$ cat src/rtl/btn_pkg.sv
// -----------------------------------------------------------------------------
// btn_pkg
// Shared definitions for the front-panel button conditioning path.
//   deb_state_t          : per-channel debounce FSM state
//   CLK_HZ               : system clock frequency (125 MHz)
//   DEBOUNCE_MS_DEFAULT  : default debounce window in milliseconds
//   ms_to_cycles()       : converts a window in ms to a count of CLK_HZ cycles
// -----------------------------------------------------------------------------
package btn_pkg;

    typedef enum logic {
        STABLE  = 1'b0,
        QUALIFY = 1'b1
    } deb_state_t;

    localparam int unsigned CLK_HZ              = 125_000_000;
    localparam int unsigned DEBOUNCE_MS_DEFAULT = 10;

    // 10 ms at 125 MHz -> 1_250_000 cycles.
    function automatic int unsigned ms_to_cycles(input int unsigned ms);
        return (CLK_HZ / 1000) * ms;
    endfunction

endpackage : btn_pkg

$ cat src/rtl/debounce_channel.sv
// -----------------------------------------------------------------------------
// debounce_channel
// One pushbutton/switch channel: SYNC_STAGES-deep synchroniser followed by a
// two-state debounce FSM that accepts a new level only after DEBOUNCE_CYCLES
// consecutive samples that differ from the current output level.
//   i_clk    : system clock
//   i_rst    : asynchronous, active-high reset
//   i_raw    : raw asynchronous pad input (may bounce)
//   o_level  : debounced level
//   o_fall   : one-cycle strobe on accepted 1->0 (press)
//   o_rise   : one-cycle strobe on accepted 0->1 (release)
//   o_busy   : high while a candidate change is being qualified
// SYNC_STAGES and DEBOUNCE_CYCLES must both be at least 2.
// -----------------------------------------------------------------------------
module debounce_channel
    import btn_pkg::*;
#(
    parameter int unsigned SYNC_STAGES     = 2,
    parameter int unsigned DEBOUNCE_CYCLES = ms_to_cycles(DEBOUNCE_MS_DEFAULT),
    parameter logic        RST_LEVEL       = 1'b1
) (
    input  logic i_clk,
    input  logic i_rst,
    input  logic i_raw,
    output logic o_level,
    output logic o_fall,
    output logic o_rise,
    output logic o_busy
);

    localparam int unsigned      CNT_W    = $clog2(DEBOUNCE_CYCLES);
    localparam logic [CNT_W-1:0] CNT_LAST = CNT_W'(DEBOUNCE_CYCLES - 1);

    logic [SYNC_STAGES-1:0] r_sync;
    logic                   w_sync_out;

    deb_state_t             r_state;
    logic [CNT_W-1:0]       r_cnt;
    logic                   r_level;
    logic                   r_fall;
    logic                   r_rise;
    logic                   r_busy;

    // Plain flop chain, nothing between stages, so metastability has a full
    // cycle per stage to resolve. Reset to the idle level so a reset never
    // presents a false "pressed" sample to the FSM.
    // NOTE: sequential state is always assigned with <= so every flop samples
    // the pre-edge value of its neighbours and the chain shifts by one stage.
    always_ff @(posedge i_clk or posedge i_rst) begin
        if (i_rst) begin
            r_sync <= {SYNC_STAGES{RST_LEVEL}};
        end else begin
            r_sync <= {r_sync[SYNC_STAGES-2:0], i_raw};
        end
    end

    assign w_sync_out = r_sync[SYNC_STAGES-1];

    // The counter holds the number of consecutive differing samples already
    // seen; the sample that makes it DEBOUNCE_CYCLES is the one that commits.
    // Any sample matching the current level abandons the candidate.
    always_ff @(posedge i_clk or posedge i_rst) begin
        if (i_rst) begin
            r_state <= STABLE;
            r_cnt   <= '0;
            r_level <= RST_LEVEL;
            r_fall  <= 1'b0;
            r_rise  <= 1'b0;
            r_busy  <= 1'b0;
        end else begin
            r_fall <= 1'b0;
            r_rise <= 1'b0;
            unique case (r_state)
                STABLE: begin
                    if (w_sync_out != r_level) begin
                        r_cnt   <= CNT_W'(1);
                        r_state <= QUALIFY;
                        r_busy  <= 1'b1;
                    end
                end
                QUALIFY: begin
                    if (w_sync_out == r_level) begin
                        r_cnt   <= '0;
                        r_state <= STABLE;
                        r_busy  <= 1'b0;
                    end else if (r_cnt == CNT_LAST) begin
                        r_level <= w_sync_out;
                        r_cnt   <= '0;
                        r_state <= STABLE;
                        r_busy  <= 1'b0;
                        r_fall  <= ~w_sync_out;
                        r_rise  <= w_sync_out;
                    end else begin
                        r_cnt <= r_cnt + CNT_W'(1);
                    end
                end
                default: begin
                    r_cnt   <= '0;
                    r_state <= STABLE;
                    r_busy  <= 1'b0;
                end
            endcase
        end
    end

    assign o_level = r_level;
    assign o_fall  = r_fall;
    assign o_rise  = r_rise;
    assign o_busy  = r_busy;

endmodule : debounce_channel

$ cat src/rtl/button_conditioner.sv
// -----------------------------------------------------------------------------
// button_conditioner
// Front-end conditioning for the front-panel buttons and adjust-mode switch
// feeding the DDS frequency-control FSMs. Each channel is synchronised and
// debounced independently; simultaneous presses are passed through unchanged.
// Channel map: bit 0 increase, bit 1 decrease, bit 2 adjust-mode switch.
// Inputs are active-low (idle = 1).
//   i_clk      : 125 MHz system clock
//   i_rst      : asynchronous, active-high reset
//   i_btn_raw  : raw pad inputs [N_BTN]
//   o_level    : debounced levels [N_BTN]
//   o_fall     : one-cycle press strobes [N_BTN]
//   o_rise     : one-cycle release strobes [N_BTN]
//   o_busy     : per-channel "qualifying a change" flags [N_BTN]
// -----------------------------------------------------------------------------
module button_conditioner
    import btn_pkg::*;
#(
    parameter int unsigned       N_BTN           = 3,
    parameter int unsigned       SYNC_STAGES     = 2,
    parameter int unsigned       DEBOUNCE_CYCLES = ms_to_cycles(DEBOUNCE_MS_DEFAULT),
    parameter logic [N_BTN-1:0]  RST_LEVEL       = {N_BTN{1'b1}}
) (
    input  logic             i_clk,
    input  logic             i_rst,
    input  logic [N_BTN-1:0] i_btn_raw,
    output logic [N_BTN-1:0] o_level,
    output logic [N_BTN-1:0] o_fall,
    output logic [N_BTN-1:0] o_rise,
    output logic [N_BTN-1:0] o_busy
);

    for (genvar g = 0; g < N_BTN; g++) begin : g_chan
        debounce_channel #(
            .SYNC_STAGES     (SYNC_STAGES),
            .DEBOUNCE_CYCLES (DEBOUNCE_CYCLES),
            .RST_LEVEL       (RST_LEVEL[g])
        ) u_chan (
            .i_clk   (i_clk),
            .i_rst   (i_rst),
            .i_raw   (i_btn_raw[g]),
            .o_level (o_level[g]),
            .o_fall  (o_fall[g]),
            .o_rise  (o_rise[g]),
            .o_busy  (o_busy[g])
        );
    end

endmodule : button_conditioner

$ cat config.mk
export PLATFORM = sky130hd
export DESIGN_NAME = button_conditioner
export DESIGN_NICKNAME = d
export VERILOG_FILES = /design/src/rtl/btn_pkg.sv /design/src/rtl/debounce_channel.sv /design/src/rtl/button_conditioner.sv
export SDC_FILE = /design/constraint.sdc
export NUM_CORES = 1
export LEC_CHECK = 0
export CAP_MARGIN = 30
export CORE_ASPECT_RATIO = 1.2
export CORE_UTILIZATION = 60
export CTS_BUF_LIST = sky130_fd_sc_hd__clkbuf_16
export DETAILED_ROUTE_END_ITERATION = 7
export DONT_BUFFER_PORTS = 1
export PLACE_DENSITY = 0.82
export SLEW_MARGIN = 20
export SYNTH_ARGS = -nofsm -noshare
export SYNTH_HDL_FRONTEND = slang
export SYNTH_HIERARCHICAL = 1
export SYNTH_SLANG_ARGS = --single-unit
export TNS_END_PERCENT = 30
$ cat constraint.sdc
create_clock -name i_clk -period 2.35 [get_ports i_clk]
set_input_delay 0.705 -clock i_clk [delete_from_list [all_inputs] [get_ports i_clk]]
set_output_delay 0.705 -clock i_clk [all_outputs]
set_load 0.02 [all_outputs]
==> results of run 1 <==
## kinds of logic (layout without fill, tap and decap cells)
group / Yosys count / after routing / share of synthesized area (%)
AOI/OAI and AO/OA: 114 / 114 / 17.4
xor gates and xnor gates: 15 / 15 / 3.00
adders and majority gates: 3 / 3 / 0.856
buffers and inverters: 36 / 50 / 5.65
DFF: 84 / 84 / 48.2
muxes: 12 / 12 / 2.83
and+or+nand+nor: 189 / 189 / 22.1
## state kept, by name (all words and copies together), names as in the netlist
signal	flops
g_chan.u_chan/o_busy	3
g_chan.u_chan/o_level	3
g_chan.u_chan/o_rise	3
g_chan.u_chan/r_state	3
g_chan.u_chan/r_sync	6
g_chan.u_chan/o_fall	3
g_chan.u_chan/r_cnt	63
## Yosys cell counts, types with 12 or more instances
cell | instances | area share [%]
o21ai_0 | 12 | 1.4
a22o_1 | 18 | 3.6
nand2_1 | 66 | 5.7
buf_6 | 15 | 3.9
nand3_1 | 30 | 3.4
a21oi_1 | 18 | 2.1
dfrtp_1 | 75 | 43
a31oi_1 | 45 | 6.4
nor2_1 | 21 | 1.8
xnor2_1 | 12 | 2.4
nand4_1 | 24 | 3.4
## cell type report
class | instances | area, um^2
fill | 518 | 2140
sequential | 84 | 2110
multi-input combinational | 333 | 2020
clock buffer | 9 | 225
timing repair buffer | 25 | 200
tap | 87 | 109
clock inverter | 7 | 92.6
inverter | 9 | 33.8
## metrics by stage
step	total power, uW	instances	hold slack [ns]	setup slack, ns
global placement	1810	538	0.346	0.164
floorplan	1770	453	0.345	0.245
finish	3310	554	0.319	0.0449
detailed placement	1820	538	0.350	0.110
global route	3430	554	0.344	0.00866
CTS	3320	554	0.328	0.0585
## per-layer routing
layer  part of all wire, %  up-vias  routed length, um
met2                    51      110               4680
li1                      -     1699                  -
met1                    43     1788               4020
met5                     0        -                  0
met4                   2.4        0                218
met3                   3.7       24                343
## power by group through the flow
| stage | clock network [uW] | registers (uW) | logic, uW |
|---|---|---|---|
| floorplan | 0 | 1590 | 176 |
| global placement | 0 | 1600 | 201 |
| detailed placement | 0 | 1610 | 212 |
| CTS | 1520 | 1590 | 218 |
| global route | 1590 | 1600 | 244 |
| finish | 1500 | 1590 | 216 |
## worst paths after layout
check                                           start                         end
setup / recovery           g_chan[2].u_chan/r_cnt[18]   g_chan[2].u_chan/r_cnt[7]
hold / removal                                  i_rst  g_chan[2].u_chan/r_cnt[19]
setup reg to reg           g_chan[2].u_chan/r_cnt[18]   g_chan[2].u_chan/r_cnt[7]
hold reg to reg            g_chan[2].u_chan/r_sync[0]  g_chan[2].u_chan/r_sync[1]
max in group asynchronous                       i_rst  g_chan[1].u_chan/r_sync[1]
min in group i_clk         g_chan[2].u_chan/r_sync[0]  g_chan[2].u_chan/r_sync[1]
==> impl_results.md, run 1 <==
* Status: completed
* Vias in the first global route at 3408
* Final Util at 69.2%
* Commonest non-fill, non-tap cells in the layout: dfrtp_1 (75), nand2_1 (66), a31oi_1 (45), nand3_1 (30)
* Slew HR at 45.5%
* GP Congestion at 0.895
* Commonest non-fill, non-tap cell in the layout: dfrtp_1
* Worst Path Arrival at 2.53 ns
* M3 GR Usage at 4.02%
* Peak Freq at 434 MHz
* Met2 usage at 43.3%
* Post-synthesis instance area at 4380 um^2
* Switching share of power at 23.9%
* Cell Area, Placed at 4480 um^2
* Worst path max stage delay at 0.53 ns
* Die H at 95.6 um
* Clk slew on worst S/H paths at 0.07 ns
* Hold Crit Class: in -> async
* Tot GR Track Use at 26.5%
* Grt total ovfl at 0
* Combinational share of power at 6.5%
* Core box area at 6940 um^2
* Total die area at 7650 um^2
* RSZ-0062 raised after global routing: false
* Post-CTS Resized at 0
* Fin area at 4800 um^2
* Worst Max-Slew Pin Slew at 0.815 ns
* Clk pwr share at 45.4%
* Vias at 3621
* IO Pins at 17
* Largest delay share family, worst path: simple AND/OR/NAND/NOR gates
* CTS tree: yes
* Crit path kind: reg -> reg
* Final WL at 9.26 mm
* Initial Util at 63.2%
* Syn Nets at 461
* Count of final setup violators at 0
* Pin count of the biggest net entering global routing at 36
* Flop pwr share at 48.0%
* Reg2Reg Setup Slack at 0.04 ns
* Worst Setup End Kind: flop
* Critical Path Source Type: flop
* Clock Skews at 0.00893 ns
* Fin. Hold Viols at 0
* Yosys reg bits at 84
* Max-cap violations at 0
* Power density cells at 689 nW/um^2
* Row cnt at 33
* Post-DRT Antenna Nets at 0
* Async SR Flop Fraction at 100%
* Post-CTS setup buffers at 0
* Synth-to-Final Area Change at 9.42%
* Max-slew violation count at 0
* Crit path max fanout at 35
* Pre-Repair DR Iteration Count at 5
* Int Pwr at 2520 uW
* Maximum clock path buffer count at 2
* Worst-path cell chain: or3_1, or4_4, o211a_1, buf_12, a21o_1, a22o_1
* Static leakage at 0.00195 uW
* Synth Area per Inst at 9.68 um^2
* Top Usage Layer GRT: met2
* HPWL Detailed at 5.96 mm
* CTS sink count at 84
* Synth cell types at 38
* P_sw at 789 uW
* Routing usage on met1 at 35.1%
* Final Critical Period at 2.31 ns
* Via/cell ratio at 6.54
* First-pass GRT wire length at 15.7 mm
* Skew-Pair Late Insertion Delay at 0.34 ns
* CTS Buf Count at 9
* Hold_buf cts at 0
* Yosys warns at 6
* Share of layout cells above drive strength 1 at 13.1%
* Root Driver: clkbuf_16
* Worst path slowest cell: or4_4
* Initial drt markers at 337
* Worst R2R Path Depth at 6
* Critical Path RT at 2.57 ns
* Number of flops mapped to enable cells by yosys at 0
* Setup_tns at 0 ns
* Die width at 80.0 um
* WP depth at 6
* Wire per inst at 16.7 um
* # port buffers at 0
* Worst Path Buf+Inv at 1
* Mapped Cells at 453
* H-tree level count at 3
* Final nets at 470
* Drt drc at 0
* Main synth FF type: dfrtp_1
* Antenna Cells at 0
* Fin crit share at 98.1%
* Maximum VDD drop at 0.488 mV
* Initial antenna violation count at 0
* Register area share after synthesis at 48.2%
(Power assumes the default switching activity.)
==> run 2: changes to the inputs <==
--- a/config.mk
+++ b/config.mk
@@ -12,6 +12,7 @@
 export DETAILED_ROUTE_END_ITERATION = 7
 export DONT_BUFFER_PORTS = 1
 export PLACE_DENSITY = 0.82
+export RECOVER_POWER = 100
 export SLEW_MARGIN = 20
 export SYNTH_ARGS = -nofsm -noshare
 export SYNTH_HDL_FRONTEND = slang
==> impl_results.md, run 2 (synthesis gave the netlist of run 1 again) <==
* Clock Skews at 0.00764 ns (was 0.00893 ns)
* Synth-to-Final Area Change at 9.02% (was 9.42%)
* Commonest non-fill, non-tap cell in the layout: dfrtp_1 (unchanged)
* Crit path kind: reg -> reg (unchanged)
* CTS Buf Count at 9 (unchanged)
* Worst path max stage delay at 0.53 ns (about the same)
* Hold Crit Class: reg -> reg (was in -> async)
* Final nets at 470 (unchanged)
* Placed cells at 538 (unchanged)
* Drt drc at 0 (unchanged)
* Final WL at 9.27 mm (was 9.26 mm)
* Fin crit share at 98.2% (was 98.1%)
* Row cnt at 33 (unchanged)
* IO Pins at 17 (unchanged)
* GP Congestion at 0.895 (unchanged)
* Total die area at 7650 um^2 (unchanged)
* Hold_buf cts at 0 (unchanged)
* Failing checks: capacitance limit, slew limit
* Crit path max fanout at 35 (unchanged)
* Worst Max-Slew Pin Slew at 1.55 ns (was 0.815 ns)
* Slew HR at -3.43% (was 45.5%)
* Fin area at 4780 um^2 (was 4800 um^2)
* First-pass GRT wire length at 15.7 mm (unchanged)
* Fin. Hold Viols at 0 (unchanged)
* Initial drt markers at 402 (was 337)
* Initial Util at 63.2% (unchanged)
* CTS tree: yes (unchanged)
* Critical Path RT at 2.57 ns (about the same)
* Worst path slowest cell: or4_4 (unchanged)
* Share of layout cells above drive strength 1 at 11.6% (was 13.1%)
* Vias at 3637 (was 3621)
* Core box area at 6940 um^2 (unchanged)
* Peak Freq at 433 MHz (was 434 MHz)
* Maximum clock path buffer count at 2 (unchanged)
* RSZ-0062 raised after global routing: false (unchanged)
* Max FFs per register at 63 (unchanged)
* Commonest non-fill, non-tap cells in the layout: dfrtp_1 (75), nand2_1 (66), a31oi_1 (45), nand3_1 (30), nand4_1 (24) (was dfrtp_1 (75), nand2_1 (66), a31oi_1 (45), nand3_1 (30))
* Die H at 95.6 um (unchanged)
* Die width at 80.0 um (unchanged)
* Tot GR Track Use at 26.5% (unchanged)
* Pre-Repair DR Iteration Count at 5 (unchanged)
* Power density cells at 691 nW/um^2 (was 689 nW/um^2)
* # fillers at 520 (was 518)
* Largest regs: g_chan.u_chan/r_cnt: 63 flops, g_chan.u_chan/r_sync: 6 flops (unchanged)
* Wire per inst at 16.7 um (about the same)
* Pin count of the biggest net entering global routing at 36 (unchanged)
* Static leakage at 0.00194 uW (was 0.00195 uW)
* H-tree level count at 3 (unchanged)
* Initial antenna violation count at 0 (unchanged)
* Worst Path Arrival at 2.53 ns (about the same)
* Maximum VDD drop at 0.487 mV (was 0.488 mV)
* Cell Area, Placed at 4480 um^2 (unchanged)
* Place WS at 0.110 ns (unchanged)
* Clk slew on worst S/H paths at 0.06 ns (was 0.07 ns)
* Critical Path Source Type: flop (unchanged)
* Skew-Pair Late Insertion Delay at 0.34 ns (about the same)
* Count of final setup violators at 0 (unchanged)
* CTS sink count at 84 (unchanged)
* Worst-path cell chain: or3_1, or4_4, o211a_1, buf_12, a21o_1, a22o_1 (unchanged)
* Vias in the first global route at 3408 (unchanged)
* Worst Setup End Kind: flop (unchanged)
* Status: complete, but fails checks (was completed)
* Setup slack after layout at 0.0423 ns (was 0.0449 ns)
* HPWL Detailed at 5.96 mm (unchanged)
* Final Critical Period at 2.31 ns (about the same)
* Setup_tns at 0 ns (unchanged)
* Post-DRT Antenna Nets at 0 (unchanged)
* Max-slew violation count at 29 (was 0)
* Root Driver: clkbuf_16 (unchanged)
* Via/cell ratio at 6.56 (was 6.54)
* Fin cells at 554 (unchanged)
* Max-cap violations at 2 (was 0)
* Antenna Cells at 0 (unchanged)
* Grt total ovfl at 0 (unchanged)
* Largest Register: g_chan.u_chan/r_cnt (unchanged)
* # port buffers at 0 (unchanged)
==> run 2: changes by cell type in the layout (fill, tap and decap cells not counted) <==
cell,previous run,this run
and2_0,3,6
and2_1,3,0
buf_4,24,19
clkbuf_1,0,4
clkbuf_2,0,1
dfstp_1,0,3
dfstp_2,9,6
==> run 2: final cells by class <==
class	instances	area (um^2)	area share (%)
Clock buffer	9	225	4.71
Clock inverter	7	92.6	1.94
Inverter	9	33.8	0.707
Multi-Input combinational cell	333	2020	42.3
Sequential cell	84	2110	44.2
Tap cell	87	109	2.28
Timing Repair Buffer	25	183	3.82
==> run 2: worst paths after layout <==
check | start | to | slack (ns) | cells past startpoint
hold / removal | g_chan[2].u_chan/r_sync[0] | g_chan[2].u_chan/r_sync[1] | 0.36 | 0
max in group asynchronous | i_rst | g_chan[1].u_chan/r_cnt[12] | 0.65 | 2
min in group asynchronous | i_rst | g_chan[2].u_chan/r_cnt[19] | 0.76 | 2
setup reg to reg | g_chan[2].u_chan/r_cnt[18] | g_chan[2].u_chan/r_cnt[7] | 0.04 | 6
hold reg to reg | g_chan[2].u_chan/r_sync[0] | g_chan[2].u_chan/r_sync[1] | 0.36 | 0
setup / recovery | g_chan[2].u_chan/r_cnt[18] | g_chan[2].u_chan/r_cnt[7] | 0.04 | 6
==> run 2: critical path: cells and delay by family, from the launching register on <==
kind            cells  cell delay (ns)
compound gates      3             0.63
buf+inv             1             0.18
flops               1             0.46
simple gates        2             0.93
==> run 2: routing by layer <==
layer / track usage (%) / share of wire [%] / up-vias
met5: 0 / 0 / -
met4: 11.9 / 1.9 / 0
met3: 4.02 / 2.7 / 18
met2: 43.3 / 51 / 91
met1: 35.1 / 44 / 1830
li1: - / - / 1698
==> run 2: power by group <==
group | internal, uW | switching, uW
Sequential | 1510 | 82.9
Clock | 929 | 571
Combinational | 78.8 | 134
==> run 2: stage by stage <==
step | hold WS, ns | power, uW | util (%)
final | 0.360 | 3300 | 68.9
after global routing | 0.349 | 3420 | 68.9
after CTS | 0.328 | 3320 | 69.2
after detailed placement | 0.350 | 1820 | 64.6
after global placement | 0.346 | 1810 | 64.6
after floorplan | 0.345 | 1770 | -
==> run 2: repair_timing <==
action                     4_1_cts  5_1_grt
gates resized for setup          0        1
setup endpoints to repair        0        3
setup buffers                    0        0
==> variant (config.mk and constraints of run 2) <==
Register the output `o_level`; this adds one clock of latency there. The other outputs are not delayed to match.
--- a/src/rtl/button_conditioner.sv
+++ b/src/rtl/button_conditioner.sv
@@ -30,6 +30,8 @@
     output logic [N_BTN-1:0] o_busy
 );
 
+    logic [N_BTN-1:0] o_level_d;
+
     for (genvar g = 0; g < N_BTN; g++) begin : g_chan
         debounce_channel #(
             .SYNC_STAGES     (SYNC_STAGES),
@@ -39,12 +41,16 @@
             .i_clk   (i_clk),
             .i_rst   (i_rst),
             .i_raw   (i_btn_raw[g]),
-            .o_level (o_level[g]),
+            .o_level (o_level_d[g]),
             .o_fall  (o_fall[g]),
             .o_rise  (o_rise[g]),
             .o_busy  (o_busy[g])
         );
     end
 
+    always_ff @(posedge i_clk) begin
+        o_level <= o_level_d;
+    end
+
 endmodule : button_conditioner
 
Function: same outputs for any inputs over 10 cycles, from zero or initial values and one cycle with i_rst high; that may be too few to reach the edited logic, so the function may still have changed.
==> variant against run 2 <==
- area after synthesis rose by 1.4%
- cell area rose by 1.2%
- combinational power fell by 5%
- utilization fell by 1.7 points
- setup slack improved by 0.043 ns
- maximum frequency rose by 1.9%
- sequential cell count rose by 3
- wire length fell by 4.0%
- total power rose by 1.2%
- critical path type unchanged
==> variant: results (changes against run 2) <==
result of the run=finished, final reports clean; highest ir drop seen on vdd=579 uV (+19%); highest fanout seen on the critical path=14 (-60%); overall routing resource usage=0.249 (-0.0165); Clock power frac=0.450 (-0.004); Met3 Wirelength=361 um (+44%); total via count after detailed routing=3597 (-1.1%); met1 GRT Util=0.304 (-0.0470); Met1 Wirelength=3780 um (-8.4%); DR pass1 iterations=6 (+1); global-route wire length before repair=14700 um (-6.6%); maximum number of pins on one net before global-route repair=29 (-19%); fin area=4830 um2 (+1.2%); detailed-routed wire length on met2=4560 um (-3.3%); worst rel slew slack=0.0158 (+0.0502); Placed Instance Area=4520 um2 (+0.98%); HPWL after DPL=5880 um (-1.3%); sequential fraction of the synthesis area=0.489 (+0.00700); clock tree cell share of total cell area=0.0668 (+0.000278); worst endpoint data arrival time=2.49 ns (-0.04 ns); worst hold path type=input pin to register; TritonCTS buffer count=9 (unchanged); Area contributors post-synth=sky130_fd_sc_hd__dfrtp_1, sky130_fd_sc_hd__a31oi_1, sky130_fd_sc_hd__nand2_1; fraction of met3 tracks used by global routing=0.0502 (+0.0100); proportion of power drawn by combinational gates=0.061 (-0.003); flip-flop and latch power=1.64 mW (+3%); non-clock buffer instance count of the final layout=24 (-4.0%); number of DRC markers in iteration 0=401 (-0.25%); Std-Cell Rows=34 (+3.0%); leakage power summed over all cells=1.96 nW (+1.4%); Post-Place Worst Slack=0.139 ns (+0.0285 ns); routed length per placed instance=15.9 um (-4.9%); number of nets in the layout=472 (+0.43%); proportion of layout cells with a drive suffix above 1=0.115 (-0.000493); number of distinct library cells after synthesis=39 (+2.6%); M2 GR Usage=0.424 (-0.00861); instance count of the mapped netlist=456 (+0.66%); share of total power consumed by net switching=0.253 (+0.0145); vias in the first global route=3246 (-4.8%)
[variant: cells by family after synthesis]
logic type / count (synthesis) / share of synthesized area
AOI/OAI and AO/OA: 114 / 0.171
buffers and inverters: 36 / 0.0557
DFF: 87 / 0.489
and+or+nand+nor: 189 / 0.218
xor gates and xnor gates: 15 / 0.0296
muxes: 12 / 0.0279
adders and majority gates: 3 / 0.00845
[variant: worst max-delay path, stage by stage (launching register included)]
cell	delay [ns]
sky130_fd_sc_hd__dfrtp_1	0.43
sky130_fd_sc_hd__or3_1	0.38
sky130_fd_sc_hd__or4_1	0.54
sky130_fd_sc_hd__o211a_1	0.26
sky130_fd_sc_hd__buf_4	0.18
sky130_fd_sc_hd__a21o_1	0.17
sky130_fd_sc_hd__a22o_1	0.19
[variant: final timing paths]
path | from | endpoint | slack, ns
worst max-delay path | g_chan[0].u_chan/r_cnt[18]$_DFFE_PP0P_ | g_chan[0].u_chan/r_cnt[7]$_DFFE_PP0P_ | 0.09
worst min-delay path | i_btn_raw[1] | g_chan[1].u_chan/r_sync[0]$_DFF_PP1_ | 0.35
worst max register to register | g_chan[0].u_chan/r_cnt[18]$_DFFE_PP0P_ | g_chan[0].u_chan/r_cnt[7]$_DFFE_PP0P_ | 0.09
worst min register to register | g_chan[1].u_chan/r_sync[0]$_DFF_PP1_ | g_chan[1].u_chan/r_sync[1]$_DFF_PP1_ | 0.36
max in group asynchronous | i_rst | g_chan[0].u_chan/r_cnt[13]$_DFFE_PP0P_ | 0.74
min in group asynchronous | i_rst | g_chan[1].u_chan/r_cnt[10]$_DFFE_PP0P_ | 0.73
